## src/rtl/instruction_fetch.sv

```systemverilog
// Instruction fetch: PC generation, in-order I-cache request tracking and a small
// instruction buffer for decode, with redirect handling and stale-response dropping.
module instruction_fetch #(
  parameter logic [31:0] RESET_PC  = 32'h0000_0000,
  parameter int unsigned BUF_DEPTH = 2
) (
  input  logic        clk,
  input  logic        rst,
  input  logic        i_fetch_en,
  input  logic        i_br_valid,
  input  logic [31:0] i_br_addr,
  output logic        o_icache_req,
  output logic [31:0] o_icache_addr,
  input  logic        i_icache_ready,
  input  logic        i_icache_rvalid,
  input  logic [31:0] i_icache_rdata,
  output logic        o_instr_valid,
  output logic [31:0] o_instr,
  output logic [31:0] o_pc,
  output logic [31:0] o_pcplus4
);
  localparam int unsigned   PW        = $clog2(BUF_DEPTH);
  localparam int unsigned   CW        = PW + 1;
  localparam logic [CW-1:0] DEPTH_C   = CW'(BUF_DEPTH);
  localparam logic [CW-1:0] ZERO_C    = {CW{1'b0}};
  localparam logic [CW-1:0] ONE_C     = CW'(1'b1);
  localparam logic [PW-1:0] PTR_ZERO_C = {PW{1'b0}};
  localparam logic [PW-1:0] PTR_ONE_C  = PW'(1'b1);

  logic [31:0]   fetch_pc_q, fetch_pc_d;
  logic [CW-1:0] out_q, out_d;
  logic [CW-1:0] drop_q, drop_d;
  logic [CW-1:0] cnt_q, cnt_d;
  logic [PW-1:0] buf_wr_q, buf_wr_d, buf_rd_q, buf_rd_d;
  logic [PW-1:0] pq_wr_q, pq_wr_d, pq_rd_q, pq_rd_d;
  logic [31:0]   buf_instr_q [BUF_DEPTH];
  logic [31:0]   buf_pc_q    [BUF_DEPTH];
  logic [31:0]   pq_pc_q     [BUF_DEPTH];

  logic [CW:0]   inflight_s;
  logic          req_s, accept_s, resp_s, keep_s, valid_s, pop_s;
  logic [31:0]   head_pc_s;
  logic          unused_s;

  // Outstanding requests plus buffered entries bound the buffer occupancy.
  assign inflight_s = {1'b0, out_q} + {1'b0, cnt_q};
  assign req_s      = ~rst & i_fetch_en & ~i_br_valid & (inflight_s < {1'b0, DEPTH_C});
  assign accept_s   = req_s & i_icache_ready;
  assign resp_s     = i_icache_rvalid & (out_q != ZERO_C);
  assign keep_s     = resp_s & ~rst & ~i_br_valid & (drop_q == ZERO_C);
  assign valid_s    = ~rst & (cnt_q != ZERO_C);
  assign pop_s      = valid_s & i_fetch_en & ~i_br_valid;
  assign head_pc_s  = buf_pc_q[buf_rd_q];
  assign unused_s   = ^i_br_addr[1:0];

  assign o_icache_req  = req_s;
  assign o_icache_addr = fetch_pc_q;
  assign o_instr_valid = valid_s;
  assign o_instr       = valid_s ? buf_instr_q[buf_rd_q] : 32'h0000_0000;
  assign o_pc          = valid_s ? head_pc_s : 32'h0000_0000;
  assign o_pcplus4     = valid_s ? head_pc_s + 32'd4 : 32'h0000_0000;

  // Next-state for PC, counters and pointers; reset beats redirect beats normal flow.
  always_comb begin
    fetch_pc_d = fetch_pc_q;
    out_d      = out_q;
    drop_d     = drop_q;
    cnt_d      = cnt_q;
    buf_wr_d   = buf_wr_q;
    buf_rd_d   = buf_rd_q;
    pq_wr_d    = pq_wr_q;
    pq_rd_d    = pq_rd_q;
    if (rst) begin
      fetch_pc_d = {RESET_PC[31:2], 2'b00};
      out_d      = ZERO_C;
      drop_d     = ZERO_C;
      cnt_d      = ZERO_C;
      buf_wr_d   = PTR_ZERO_C;
      buf_rd_d   = PTR_ZERO_C;
      pq_wr_d    = PTR_ZERO_C;
      pq_rd_d    = PTR_ZERO_C;
    end else if (i_br_valid) begin
      // Every request still in flight becomes stale, minus one returning right now.
      fetch_pc_d = {i_br_addr[31:2], 2'b00};
      out_d      = out_q - CW'(resp_s);
      drop_d     = out_q - CW'(resp_s);
      cnt_d      = ZERO_C;
      buf_wr_d   = PTR_ZERO_C;
      buf_rd_d   = PTR_ZERO_C;
      pq_wr_d    = PTR_ZERO_C;
      pq_rd_d    = PTR_ZERO_C;
    end else begin
      fetch_pc_d = accept_s ? fetch_pc_q + 32'd4 : fetch_pc_q;
      pq_wr_d    = accept_s ? pq_wr_q + PTR_ONE_C : pq_wr_q;
      pq_rd_d    = keep_s ? pq_rd_q + PTR_ONE_C : pq_rd_q;
      buf_wr_d   = keep_s ? buf_wr_q + PTR_ONE_C : buf_wr_q;
      buf_rd_d   = pop_s ? buf_rd_q + PTR_ONE_C : buf_rd_q;
      out_d      = out_q + CW'(accept_s) - CW'(resp_s);
      drop_d     = (resp_s && (drop_q != ZERO_C)) ? drop_q - ONE_C : drop_q;
      cnt_d      = cnt_q + CW'(keep_s) - CW'(pop_s);
    end
  end

  // State register.
  always_ff @(posedge clk) begin
    if (rst) begin
      fetch_pc_q <= {RESET_PC[31:2], 2'b00};
      out_q      <= ZERO_C;
      drop_q     <= ZERO_C;
      cnt_q      <= ZERO_C;
      buf_wr_q   <= PTR_ZERO_C;
      buf_rd_q   <= PTR_ZERO_C;
      pq_wr_q    <= PTR_ZERO_C;
      pq_rd_q    <= PTR_ZERO_C;
    end else begin
      fetch_pc_q <= fetch_pc_d;
      out_q      <= out_d;
      drop_q     <= drop_d;
      cnt_q      <= cnt_d;
      buf_wr_q   <= buf_wr_d;
      buf_rd_q   <= buf_rd_d;
      pq_wr_q    <= pq_wr_d;
      pq_rd_q    <= pq_rd_d;
    end
  end

  // Storage arrays; occupancy is tracked by the counters, so no reset is needed here.
  always_ff @(posedge clk) begin
    if (accept_s) begin
      pq_pc_q[pq_wr_q] <= fetch_pc_q;
    end
    if (keep_s) begin
      buf_instr_q[buf_wr_q] <= i_icache_rdata;
      buf_pc_q[buf_wr_q]    <= pq_pc_q[pq_rd_q];
    end
  end

endmodule

```

## config.mk

```make
export PLATFORM = sky130hd
export DESIGN_NAME = instruction_fetch
export DESIGN_NICKNAME = d
export VERILOG_FILES = /design/src/rtl/instruction_fetch.sv
export SDC_FILE = /design/constraint.sdc
export NUM_CORES = 1
export LEC_CHECK = 0
export CORE_MARGIN = 3
export CORE_UTILIZATION = 49
export CTS_BUF_LIST = sky130_fd_sc_hd__clkbuf_4 sky130_fd_sc_hd__clkbuf_8
export DETAILED_ROUTE_END_ITERATION = 10
export GPL_TIMING_DRIVEN = 0
export PLACE_DENSITY = 0.77
export SYNTH_ARGS = -nofsm -noshare
export SYNTH_HDL_FRONTEND = slang
export SYNTH_SLANG_ARGS = --single-unit
```

## constraint.sdc

```tcl
create_clock -name clk -period 4.3 [get_ports clk]
set_input_delay 0.86 -clock clk [delete_from_list [all_inputs] [get_ports clk]]
set_output_delay 0.86 -clock clk [all_outputs]
set_load 0.01 [all_outputs]
```

==> out/summary.md <==
In this run the worst hold path is classified as flip-flop to flip-flop. After clock tree synthesis, the clock-pin slew on the worst setup and hold paths is 0.06 ns. After synthesis, the mean cell area works out to 12.78 um2.

In the synthesized netlist the dominant register cell turns out to be edfxtp_1. The number of storage elements in the synthesis netlist was 226; the overflow left after global routing was 0. The number of antenna diodes in the final layout is 0.

edfxtp_1 is the most common cell in the netlist. In this run the standard cell core region covers 20430 um2. STA classifies the critical path startpoint as an input pin. The level count of the clock H-tree was 2; the number of buffers inserted during clock tree synthesis was 37. The placed standard-cell area came out at 12600 um2. The layout overhead on the synthesized area is 30.53%. Setup repair after global routing left no endpoint under its margin. After detailed routing, the average wire length per cell comes to 18.25 um. The number of antenna violations at the first check in global routing came out at 0. The finished cells cover 13410 um2. The instance count of the mapped netlist is 804, and the final design utilization is 0.6565. The clock period could shrink to 4.159 ns. Data on the critical path arrives at its endpoint at 3.30 ns. Iteration count of the initial detailed-routing pass: 5.

Worst hold margin: 0.5209 ns. Ranked by total cell area, the synthesized netlist is headed by edfxtp_1, dfxtp_1, mux2i_1. In the routed design, unresolved DRC markers number 0. The logs give 3.44 ns for the data required time of the worst path and 10270 um2 for the post-synthesis instance area. At the end of routability-driven placement, the weighted congestion stood at 0.9125.

The die is 150.8 um wide. The layout cell share with drive strength beyond 1 is 0.1364. Clock tree synthesis found a total of 226 sinks. The final sum of negative setup slack came out at 0 ns.

In this run the vertical extent of the chip is 150.8 um. In this run the static leakage power is 4.491 nW. For hold timing, the worst endpoint is pq_rd_q. The area of all sequential standard cells is 6366 um2, and the final period utilization is 0.9672. The fraction of registers with async set/reset came out at 0. The number of buffers on the longest clock path is 3, and the remaining antenna violation count is 0. Clock tree synthesis selected as its root buffer the cell clkbuf_8. In the routed layout, each cell is associated on average with a via count of 5.488. TritonCTS built the clock tree. At the end of the flow, the number of nets in the layout was 1119. By startpoint and endpoint, the worst setup path is classified as input pin to output port. Critical path endpoint category: an output port. The final route contains 7316 vias. The flow ran to the end, and the final reports show no timing, DRC or antenna violations.

The final setup skew is 0.02310 ns. The number of cells on the worst reg-to-reg path works out to 13. edfxtp_1 takes more of the synthesized area than any other cell.

The tools report the maximum VDD drop as 263.2 uV. Wire length of the first global-routing pass: 38290 um. The total wire length was 24330 um; the register-to-register setup slack was 0.90 ns. All-layer global routing usage: 0.2140. The run gives 0 as the final count of hold timing violations. The netlist uses 68 different library cells.

The area used by multi-input combinational logic is 3689 um2, and the source-to-sink clock delay at the later pin of the worst-skew pair is 0.52 ns. The floorplan step defined a die boundary enclosing 22740 um2. The run gives 0 as the synthesis warning total. In the post-route analysis, the smallest setup slack over all paths is 0.1412 ns. The power per cell area was 352.6 nW/um2; the number of flops mapped to enable cells by yosys was 184. Tracing the worst setup path back leads to its startpoint at rst. The tools report the number of top-level pins as 200. The relative max-transition margin was 0.09366; the number of standard-cell rows in the floorplan was 52. Counting instances, the worst hold path has a depth of 2. The share of the yosys chip area belonging to registers is 0.6196, and the number of I/O port buffers is 190. For the pin with the worst max-slew slack, the measured transition is 1.360 ns. Setup violations remaining at the end of the flow were counted as 0. The reg-to-reg endpoint is out_q[1].

By count the netlist is led by edfxtp_1, nor2_1, nand2_1. The layout filler cell count is 1548. The max-cap check violation count was 0; the timing-limited maximum frequency was 240.5 MHz. The half-perimeter wire length of the detailed placement result was 18010 um; the highest fanout seen on the critical path was 10.

Worst slack at placement: -0.3173 ns. The detailed router finished its first iteration with 474 violations. Entering global routing, the biggest net connects 33 pins. The via count of the first global-routing pass came out at 7218.

The initial core utilization was 0.5029; the share of the synthesized area in the top cell type was 0.5377. The run gives 0 as the final number of max-transition violations. The startpoint identified for the worst register-to-register timing path is out_q[0]. In this run the most critical hold path is launched from pq_rd_q.
## cell usage in the layout, fill, tap and decap left out, drive strengths merged, types with 12 or more instances in the layout
cell / instances
mux2i: 56
buf: 25
nand2: 60
a21oi: 20
mux2: 42
xnor2: 20
inv: 12
dfxtp: 42
clkdlybuf4s50: 187
xor2: 13
nand4: 20
edfxtp: 184
nand3: 15
o21ai: 12
nor4: 13
a31oi: 14
clkbuf: 74
nor2: 109
## kinds of logic (layout without fill, tap and decap cells)
logic type | count (synthesis) | in the layout | synth area share
buffers and inverters | 58 | 312 | 0.02862
flip-flops | 226 | 226 | 0.6196
XOR/XNOR | 33 | 33 | 0.02813
adder cells (fa/ha/maj) | 9 | 9 | 0.01169
multiplexers | 98 | 98 | 0.1006
AO/OA/AOI/OAI | 96 | 96 | 0.06418
AND/OR/NAND/NOR | 283 | 283 | 0.1469
other | 1 | 6 | 0.0003650
## how the worst max path moves through the flow
stage / end / slack, ns
after global placement: buf_instr_q[1][30] / -2.19
after CTS: o_pcplus4[26] / 0.02
final: o_instr[29] / 0.14
after detailed placement: o_pcplus4[26] / -0.32
after floorplan: buf_instr_q[0][0] / -0.13
after global routing: o_pcplus4[31] / 0.01
## flip-flops by register name, summed over array words and instances (netlist names), named ones only
name,cells
buf_rd_q,1
o_icache_addr,30
drop_q,2
pq_rd_q,1
buf_pc_q,60
out_q,2
cnt_q,2
buf_instr_q,64
pq_pc_q,60
pq_wr_q,1
buf_wr_q,1
## per-stage QoR
stage	power (W)	std cells
2_1_floorplan	0.002680	809
3_3_place_gp	0.002845	1269
3_5_place_dp	0.002857	1271
4_1_cts	0.004770	1333
5_1_grt	0.004932	1333
6_report	0.004729	1333
## layer usage
layer / vias up / GRT usage / wire (um)
met5: - / 0 / 0
met4: 0 / 0.06346 / 524
met3: 48 / 0.05595 / 2254
met2: 352 / 0.3510 / 11370
met1: 3442 / 0.2822 / 10180
li1: 3474 / - / -
## timing repair
| action | CTS | global route |
|---|---|---|
| resized for setup | 7 | 5 |
| hold buffers | 0 | 0 |
| pin swaps | 1 | 0 |
| setup endpoints to repair | 12 | 7 |
| buffers inserted | 2 | 0 |
## power breakdown
part	internal (W)	leakage (nW)	switching, W	total, W
logic	0.000174	2.07	0.000164	0.000338
clock network	0.00114	0.402	0.000776	0.00191
registers	0.00242	2.02	0.0000569	0.00248
total	0.00373	4.49	0.000997	0.00473
## critical path: stages
cell             delay, ns
buf_2                 0.20
inv_1                 0.12
o21ai_1               0.57
clkbuf_1              0.46
clkbuf_1              0.46
nor2_1                0.12
clkdlybuf4s50_1       0.50
## layout make-up
cell class | instances | share of cell area
flip-flops and latches | 226 | 0.4747
multi-input cells | 525 | 0.2750
repair buffers | 194 | 0.1462
clock buffers | 52 | 0.04777
well taps | 270 | 0.02519
plain buffers | 43 | 0.01829
clock inverters | 10 | 0.009236
inverters | 13 | 0.003638
No activity file was read; power rests on OpenSTA's default activity.
